File: config.mk
export PLATFORM = sky130hd
export DESIGN_NAME = rpn_seq_flat
export DESIGN_NICKNAME = d
export VERILOG_FILES = /design/src/rtl/rpn_pkg.sv /design/src/rtl/rpn_seq_if.sv /design/src/rtl/rpn_seq.sv /design/src/flat_wrapper.sv
export SDC_FILE = /design/constraint.sdc
export NUM_CORES = 1
export LEC_CHECK = 0
export CAP_MARGIN = 20
export CORE_ASPECT_RATIO = 0.75
export CORE_UTILIZATION = 43
export CTS_BUF_LIST = sky130_fd_sc_hd__clkbuf_8
export DETAILED_ROUTE_END_ITERATION = 16
export PLACE_DENSITY = 0.92
export SYNTH_ARGS = -nofsm -noshare
export SYNTH_HDL_FRONTEND = slang
export SYNTH_SLANG_ARGS = --single-unit
File: constraint.sdc
create_clock -name clk -period 2.4 [get_ports clk]
set_input_delay 0.24 -clock clk [delete_from_list [all_inputs] [get_ports clk]]
set_output_delay 0.24 -clock clk [all_outputs]
set_load 0.005 [all_outputs]
File: src/rtl/rpn_pkg.sv
// Shared types for the RPN command sequencer: command and ALU opcodes, error codes,
// FSM states and the command-to-ALU opcode map.
package rpn_pkg;

  typedef enum logic [3:0] {
    CMD_PUSH = 4'd0,
    CMD_POP  = 4'd1,
    CMD_ADD  = 4'd2,
    CMD_SUB  = 4'd3,
    CMD_MUL  = 4'd4,
    CMD_SLL  = 4'd5,
    CMD_SRL  = 4'd6,
    CMD_SLT  = 4'd7,
    CMD_AND  = 4'd8,
    CMD_OR   = 4'd9,
    CMD_NOR  = 4'd10,
    CMD_XOR  = 4'd11,
    CMD_SWAP = 4'd12
  } cmd_e;

  typedef enum logic [3:0] {
    ALU_AND = 4'd0,
    ALU_OR  = 4'd1,
    ALU_NOR = 4'd2,
    ALU_XOR = 4'd3,
    ALU_ADD = 4'd4,
    ALU_SUB = 4'd5,
    ALU_MUL = 4'd7,
    ALU_SLL = 4'd8,
    ALU_SRL = 4'd9,
    ALU_SLT = 4'd12
  } alu_op_e;

  typedef enum logic [1:0] {
    ERR_OK      = 2'b00,
    ERR_UNDER   = 2'b01,
    ERR_OVER    = 2'b10,
    ERR_ILLEGAL = 2'b11
  } err_e;

  typedef enum logic [2:0] {
    ST_IDLE  = 3'd0,
    ST_CHECK = 3'd1,
    ST_POP1  = 3'd2,
    ST_POP2  = 3'd3,
    ST_PUSH1 = 3'd4,
    ST_PUSH2 = 3'd5,
    ST_RESP  = 3'd6
  } state_e;

  localparam logic [3:0] CMD_LAST    = 4'd12;
  localparam logic [7:0] ERR_CNT_MAX = 8'hFF;

  // Non-ALU commands map to AND so the opcode bus rests at its reset value.
  function automatic alu_op_e cmd_to_alu(input logic [3:0] op);
    case (op)
      CMD_ADD: return ALU_ADD;
      CMD_SUB: return ALU_SUB;
      CMD_MUL: return ALU_MUL;
      CMD_SLL: return ALU_SLL;
      CMD_SRL: return ALU_SRL;
      CMD_SLT: return ALU_SLT;
      CMD_OR:  return ALU_OR;
      CMD_NOR: return ALU_NOR;
      CMD_XOR: return ALU_XOR;
      default: return ALU_AND;
    endcase
  endfunction

  function automatic logic is_binary(input logic [3:0] op);
    return (op >= 4'd2) && (op <= 4'd11);
  endfunction

endpackage

File: src/rtl/rpn_seq_if.sv
// Command/response channel between the key-decode front end and the RPN sequencer.
interface rpn_seq_if #(parameter int W = 32);
  import rpn_pkg::*;

  // A command transfers on a rising edge where cmd_valid && cmd_ready; the master
  // holds op/val stable while cmd_valid is high and unaccepted. rsp_valid is a
  // single-cycle pulse with no backpressure; rsp_err is meaningful only with it.
  logic         cmd_valid;
  logic         cmd_ready;
  logic [3:0]   cmd_op;
  logic [W-1:0] cmd_val;
  logic         rsp_valid;
  err_e         rsp_err;

  modport master (output cmd_valid, cmd_op, cmd_val, input cmd_ready, rsp_valid, rsp_err);
  modport slave  (input cmd_valid, cmd_op, cmd_val, output cmd_ready, rsp_valid, rsp_err);
endinterface

File: src/rtl/rpn_seq.sv
// Checked micro-sequencer: takes one calculator command, validates stack depth,
// strobes pops/pushes and drives the ALU, then reports a one-cycle response.
module rpn_seq
  import rpn_pkg::*;
#(
  parameter int W     = 32,
  parameter int DEPTH = 64,
  parameter int DW    = $clog2(DEPTH) + 1
) (
  input  logic          clk,
  input  logic          rst,
  rpn_seq_if.slave      cmd,
  output logic          stk_push,
  output logic          stk_pop,
  output logic [W-1:0]  stk_din,
  input  logic [W-1:0]  stk_top,
  input  logic [W-1:0]  stk_next,
  input  logic [DW-1:0] stk_depth,
  input  logic          stk_full,
  output alu_op_e       alu_op,
  output logic [W-1:0]  alu_a,
  output logic [W-1:0]  alu_b,
  output logic [4:0]    alu_shamt,
  input  logic [W-1:0]  alu_lo,
  output logic          busy,
  output logic [7:0]    err_cnt,
  output state_e        dbg_state
);

  state_e       r_state, w_state_nxt;
  logic [3:0]   r_op;
  logic [W-1:0] r_val;
  err_e         r_err, w_err;
  alu_op_e      r_alu_op;
  logic [W-1:0] r_alu_a, r_alu_b;
  logic [4:0]   r_shamt;
  logic [7:0]   r_err_cnt;

  always_comb begin
    w_err = ERR_OK;
    if (r_op > CMD_LAST)                                         w_err = ERR_ILLEGAL;
    else if (r_op == CMD_PUSH && stk_full)                       w_err = ERR_OVER;
    else if (r_op == CMD_POP && stk_depth == '0)                 w_err = ERR_UNDER;
    else if ((is_binary(r_op) || r_op == CMD_SWAP) && stk_depth < DW'(2)) w_err = ERR_UNDER;
  end

  always_comb begin
    w_state_nxt = r_state;
    case (r_state)
      ST_IDLE:  if (cmd.cmd_valid) w_state_nxt = ST_CHECK;
      ST_CHECK: begin
        if (w_err != ERR_OK)       w_state_nxt = ST_RESP;
        else if (r_op == CMD_PUSH) w_state_nxt = ST_PUSH1;
        else                       w_state_nxt = ST_POP1;
      end
      ST_POP1:  w_state_nxt = (r_op == CMD_POP) ? ST_RESP : ST_POP2;
      ST_POP2:  w_state_nxt = ST_PUSH1;
      ST_PUSH1: w_state_nxt = (r_op == CMD_SWAP) ? ST_PUSH2 : ST_RESP;
      ST_PUSH2: w_state_nxt = ST_RESP;
      ST_RESP:  w_state_nxt = ST_IDLE;
      default:  w_state_nxt = ST_IDLE;
    endcase
  end

  always_ff @(posedge clk) begin
    if (rst) begin
      r_state   <= ST_IDLE;
      r_op      <= '0;
      r_val     <= '0;
      r_err     <= ERR_OK;
      r_alu_op  <= ALU_AND;
      r_alu_a   <= '0;
      r_alu_b   <= '0;
      r_shamt   <= '0;
      r_err_cnt <= '0;
    end else begin
      r_state <= w_state_nxt;
      if (r_state == ST_IDLE && cmd.cmd_valid) begin
        r_op  <= cmd.cmd_op;
        r_val <= cmd.cmd_val;
      end
      if (r_state == ST_CHECK) begin
        r_err <= w_err;
        // Operands are only captured for commands that will actually run.
        if (w_err == ERR_OK) begin
          r_alu_op <= cmd_to_alu(r_op);
          r_alu_a  <= stk_top;
          r_alu_b  <= stk_next;
          r_shamt  <= stk_top[4:0];
        end
      end
      if (r_state == ST_RESP && r_err != ERR_OK && r_err_cnt != ERR_CNT_MAX)
        r_err_cnt <= r_err_cnt + 8'd1;
    end
  end

  // Strobes and the response are gated by rst so they drop in the reset cycle itself.
  always_comb begin
    stk_push      = 1'b0;
    stk_pop       = 1'b0;
    stk_din       = '0;
    cmd.rsp_valid = 1'b0;
    cmd.rsp_err   = ERR_OK;
    if (!rst) begin
      case (r_state)
        ST_POP1, ST_POP2: stk_pop = 1'b1;
        ST_PUSH1: begin
          stk_push = 1'b1;
          if (r_op == CMD_PUSH)      stk_din = r_val;
          else if (r_op == CMD_SWAP) stk_din = r_alu_a;
          else                       stk_din = alu_lo;
        end
        ST_PUSH2: begin
          stk_push = 1'b1;
          stk_din  = r_alu_b;
        end
        ST_RESP: begin
          cmd.rsp_valid = 1'b1;
          cmd.rsp_err   = r_err;
        end
        default: ;
      endcase
    end
  end

  assign cmd.cmd_ready = (r_state == ST_IDLE);
  assign busy          = (r_state != ST_IDLE);
  assign alu_op        = r_alu_op;
  assign alu_a         = r_alu_a;
  assign alu_b         = r_alu_b;
  assign alu_shamt     = r_shamt;
  assign err_cnt       = r_err_cnt;
  assign dbg_state     = r_state;

endmodule

File: src/flat_wrapper.sv
// flat-port wrapper written by rule: the top's interface ports become plain ports
module rpn_seq_flat import rpn_pkg::*;
#(
  parameter int W     = 32,
  parameter int DEPTH = 64,
  parameter int DW    = $clog2(DEPTH) + 1
)
  (clk, rst, stk_push, stk_pop, stk_din, stk_top, stk_next, stk_depth, stk_full, alu_op, alu_a, alu_b, alu_shamt, alu_lo, busy, err_cnt, dbg_state, cmd_cmd_valid, cmd_cmd_op, cmd_cmd_val, cmd_cmd_ready, cmd_rsp_valid, cmd_rsp_err);
  rpn_seq_if #(.W(W)) cmd_i ();
  input  logic clk;
  input  logic rst;
  output logic stk_push;
  output logic stk_pop;
  output logic [W-1:0] stk_din;
  input  logic [W-1:0] stk_top;
  input  logic [W-1:0] stk_next;
  input  logic [DW-1:0] stk_depth;
  input  logic stk_full;
  output alu_op_e alu_op;
  output logic [W-1:0] alu_a;
  output logic [W-1:0] alu_b;
  output logic [4:0] alu_shamt;
  input  logic [W-1:0] alu_lo;
  output logic busy;
  output logic [7:0] err_cnt;
  output state_e dbg_state;
  input wire logic [$bits(cmd_i.cmd_valid)-1:0] cmd_cmd_valid;
  input wire logic [$bits(cmd_i.cmd_op)-1:0] cmd_cmd_op;
  input wire logic [$bits(cmd_i.cmd_val)-1:0] cmd_cmd_val;
  output wire logic [$bits(cmd_i.cmd_ready)-1:0] cmd_cmd_ready;
  output wire logic [$bits(cmd_i.rsp_valid)-1:0] cmd_rsp_valid;
  output wire logic [$bits(cmd_i.rsp_err)-1:0] cmd_rsp_err;
  assign cmd_i.cmd_valid = cmd_cmd_valid;
  assign cmd_i.cmd_op = cmd_cmd_op;
  assign cmd_i.cmd_val = cmd_cmd_val;
  assign cmd_cmd_ready = cmd_i.cmd_ready;
  assign cmd_rsp_valid = cmd_i.rsp_valid;
  assign cmd_rsp_err = cmd_i.rsp_err;
  rpn_seq #(.W(W), .DEPTH(DEPTH), .DW(DW)) u_core (.clk(clk), .rst(rst), .cmd(cmd_i), .stk_push(stk_push), .stk_pop(stk_pop), .stk_din(stk_din), .stk_top(stk_top), .stk_next(stk_next), .stk_depth(stk_depth), .stk_full(stk_full), .alu_op(alu_op), .alu_a(alu_a), .alu_b(alu_b), .alu_shamt(alu_shamt), .alu_lo(alu_lo), .busy(busy), .err_cnt(err_cnt), .dbg_state(dbg_state));
endmodule
==> insert_results.sql <==
INSERT INTO impl_metrics (metric_group, metric, value, unit) VALUES
('critical_path', 'critical_path.startpoint_type', 'register', ''),
('route', 'drt_first_pass_iters', '5', ''),
('synthesis', 'synth.most_common_cell', 'sky130_fd_sc_hd__a21oi_1', ''),
('synthesis', 'synthSimpleGateAreaFrac', '0.192', ''),
('synthesis', 'syn_area_per_cell', '7.97', 'sq um'),
('pwr', 'ir_worst_vdd', '0.572', 'mV'),
('route', 'antenna_violating_nets_post_route', '0', ''),
('die', 'num_io_pins', '266', ''),
('place', 'pre_cts_ws', '-0.123', 'ns'),
('clock_tree', 'cts-hold-fix-buffers', '0', ''),
('synthesis', 'most_used_dff_post_synth', 'sky130_fd_sc_hd__dfxtp_1', ''),
('synthesis', 'synth-warning-count', '0', ''),
('synthesis', 'synth.top_cells.by_area', 'sky130_fd_sc_hd__dfxtp_1, sky130_fd_sc_hd__a21oi_1, sky130_fd_sc_hd__nand3_1', ''),
('timing', 'period_needed', '2.66', 'ns'),
('global_route', 'antenna_violations_before_repair', '0', ''),
('pwr', 'power_density_over_the_cells', '896', 'mW/mm^2'),
('die', 'die_area', '0.0140', 'sq mm'),
('die', 'initial_core_util', '0.445', ''),
('synthesis', 'synth_cells', '732', ''),
('timing', 'rsz0062_at_grt', 'true', ''),
('cells_and_area', 'finish.net_count', '1118', ''),
('global_route', 'number_of_global_route_vias_before_repair', '6278', ''),
('route', 'remaining_drc_errors', '0', ''),
('timing', 'tightestPinTransition', '0.746', 'ns'),
('timing', 'relSlewSlack', '0.503', ''),
('synthesis', 'async_reset_ff_frac', '0', ''),
('timing', 'finalHoldWorstSlack', '0.199', 'ns'),
('route', 'wl_per_cell', '18.6', 'um'),
('synthesis', 'synth-xor-area-share', '0.00300', ''),
('timing', 'setup-violations-final', '11', ''),
('outcome', 'outcome', 'finished with violations', ''),
('global_route', 'grt_start_max_net_pins', '70', ''),
('clock_tree', 'clkSlewWorstSetupHoldPaths', '0.07', 'ns'),
('clock_tree', 'cts_inserted_buffers', '17', ''),
('die', 'die-height', '103', 'um'),
('critical_path', 'ff2ff_setup_slack', '0.36', 'ns'),
('place', 'hpwlAfterDp', '14700', 'um'),
('global_route', 'wire_length_of_the_first_global_routing_pass', '31800', 'um'),
('cells_and_area', 'finish.instance_area', '0.00916', 'sq mm'),
('cells_and_area', 'insertedDiodeCount', '0', ''),
('outcome', 'failed_checks', 'negative setup slack', ''),
('timing', 'setup_skew_after_layout', '0.0165', 'ns'),
('clock_tree', 'htree_num_levels', '4', ''),
('timing', 'fin_crit_sh', '1.11', ''),
('timing', 'final.setup.worst_slack', '-0.255', 'ns'),
('route', 'detailedRoute.firstIterationViolations', '340', ''),
('place', 'post_dp_cell_area', '0.00858', 'sq mm'),
('critical_path', 'cp_data_arrival_time', '2.42', 'ns'),
('synthesis', 'yosys_register_bits', '117', ''),
('cells_and_area', 'flow.area_growth_from_synthesis', '57.0', '%'),
('timing', 'final-max-slew-violation-count', '0', ''),
('synthesis', 'combinational_family_with_the_most_area_after_synthesis', 'compound AO/OA/AOI/OAI gates', ''),
('synthesis', 'mappedNetlistNets', '880', ''),
('synthesis', 'synth_enable_flop_cells', '0', ''),
('cells_and_area', 'finalCoreUtilization', '0.699', ''),
('place', 'port_buffers', '265', ''),
('route', 'wirelength', '21400', 'um'),
('timing', 'finalHoldViolCount', '0', ''),
('critical_path', 'cp_max_fo', '22', ''),
('synthesis', 'mappedNetlistArea', '0.00584', 'sq mm'),
('hold_path', 'worstHoldPathType', 'in -> reg', ''),
('synthesis', 'share_of_the_synthesized_area_in_compound_gates_ao_oa_aoi_oai', '0.253', ''),
('synthesis', 'synthDominantCellAreaShare', '0.401', ''),
('clock_tree', 'cts_tree', 'yes', ''),
('route', 'post_drt_via_cell_ratio', '5.73', ''),
('global_route', 'grt.total_usage', '0.298', ''),
('critical_path', 'cp-end-kind', 'output pin', ''),
('synthesis', 'synthTopCellsByCount', 'sky130_fd_sc_hd__a21oi_1, sky130_fd_sc_hd__dfxtp_1, sky130_fd_sc_hd__nand2_1', ''),
('run', 'number_of_maximum_capacitance_constraint_violations', '0', ''),
('route', 'num_vias', '6600', ''),
('pwr', 'p_leak', '3.70', 'nW');
## stage by stage
stage,std cells,power [mW],setup TNS (ns)
finish,1151,8.21,-2.65
global route,1151,8.71,-4.30
CTS,1151,8.09,-6.88
detailed placement,1120,6.10,-0.447
global placement,1120,5.98,-0.0857
floorplan,732,4.61,0
## what timing repair did
| item | 4_1_cts | 5_1_grt |
|---|---|---|
| buffers inserted | 1 | 0 |
| pin swaps | 0 | 0 |
| resized for setup | 32 | 50 |
| endpoints found under the setup margin | 32 | 32 |
| cloned | 1 | 0 |
## cell type report
class                   instances  area [sq um]
multi-input cells             533          3190
fillers                      1026          3950
clock buffers                  20           275
inverters                       4          15.0
repair buffers                297          3000
clock inverters                 9           129
well taps                     171           214
flip-flops and latches        117          2340
## where the power goes
part	total (mW)	internal, mW	switching, mW
clock	1.86	1.09	0.773
combinational	3.68	1.77	1.91
sequential	2.67	2.34	0.331
## layer usage
metal | track usage | wire [um] | part of all wire
met1 | 0.345 | 8400 | 0.39
met2 | 0.507 | 10300 | 0.48
met3 | 0.0944 | 2180 | 0.10
met4 | 0.132 | 513 | 0.024
met5 | 0 | 0 | 0
## state kept, by name (all words and copies together), names as in the netlist
name and cells:
u_core.r_op 4, u_core.r_err 2, u_core.r_val 32, u_core.alu_a 28, u_core.dbg_state 3, u_core.alu_b 32, u_core.err_cnt 8, u_core.alu_shamt 4
u_core.alu_op 4
## worst max-delay path, cell delays in order (launching register included)
cell	delay (ns)
sky130_fd_sc_hd__dfxtp_2	0.32
sky130_fd_sc_hd__inv_2	0.08
sky130_fd_sc_hd__ha_4	0.17
sky130_fd_sc_hd__or3b_4	0.45
sky130_fd_sc_hd__buf_12	0.19
sky130_fd_sc_hd__a21oi_1	0.13
sky130_fd_sc_hd__a22o_1	0.16
sky130_fd_sc_hd__clkdlybuf4s50_1	0.50
## placed cells by master, fill, tap and decap left out, types with 5 or more instances in the layout
master,count
sky130_fd_sc_hd__a21oi_1,134
sky130_fd_sc_hd__a21oi_2,5
sky130_fd_sc_hd__a22o_1,32
sky130_fd_sc_hd__buf_12,8
sky130_fd_sc_hd__buf_4,24
sky130_fd_sc_hd__clkbuf_2,7
sky130_fd_sc_hd__clkbuf_8,20
sky130_fd_sc_hd__clkdlybuf4s50_1,243
sky130_fd_sc_hd__dfxtp_1,115
sky130_fd_sc_hd__dlymetal6s2s_1,12
sky130_fd_sc_hd__mux2i_1,33
sky130_fd_sc_hd__nand2_1,76
sky130_fd_sc_hd__nand3_1,71
sky130_fd_sc_hd__nor2_1,36
sky130_fd_sc_hd__nor2_2,11
sky130_fd_sc_hd__o21ai_0,58
sky130_fd_sc_hd__o21ai_1,9
## path summary, 6_finish.rpt
kind                                                  startpoint                          endpoint  cells past startpoint
worst max-delay path                 u_core.r_op[0]$_SDFFE_PP0P_                        stk_din[7]                      7
worst min-delay path                                         rst  u_core.dbg_state[1]$_SDFFE_PP0P_                      4
worst max register to register  u_core.dbg_state[2]$_SDFFE_PP0P_     u_core.alu_b[24]$_SDFFE_PP0P_                      6
worst min register to register     u_core.r_val[21]$_SDFFE_PP0P_     u_core.r_val[21]$_SDFFE_PP0P_                      2
## logic make-up (layout without fill, tap and decap cells)
| kind of cell | after synthesis | count (layout) |
|---|---|---|
| flops | 117 | 117 |
| compound gates | 255 | 255 |
| mux | 37 | 37 |
| xor+xnor | 2 | 2 |
| simple gates | 234 | 234 |
| buf+inv | 82 | 330 |
| fa+ha+maj | 5 | 5 |
Power figures use the tool's default switching activity.
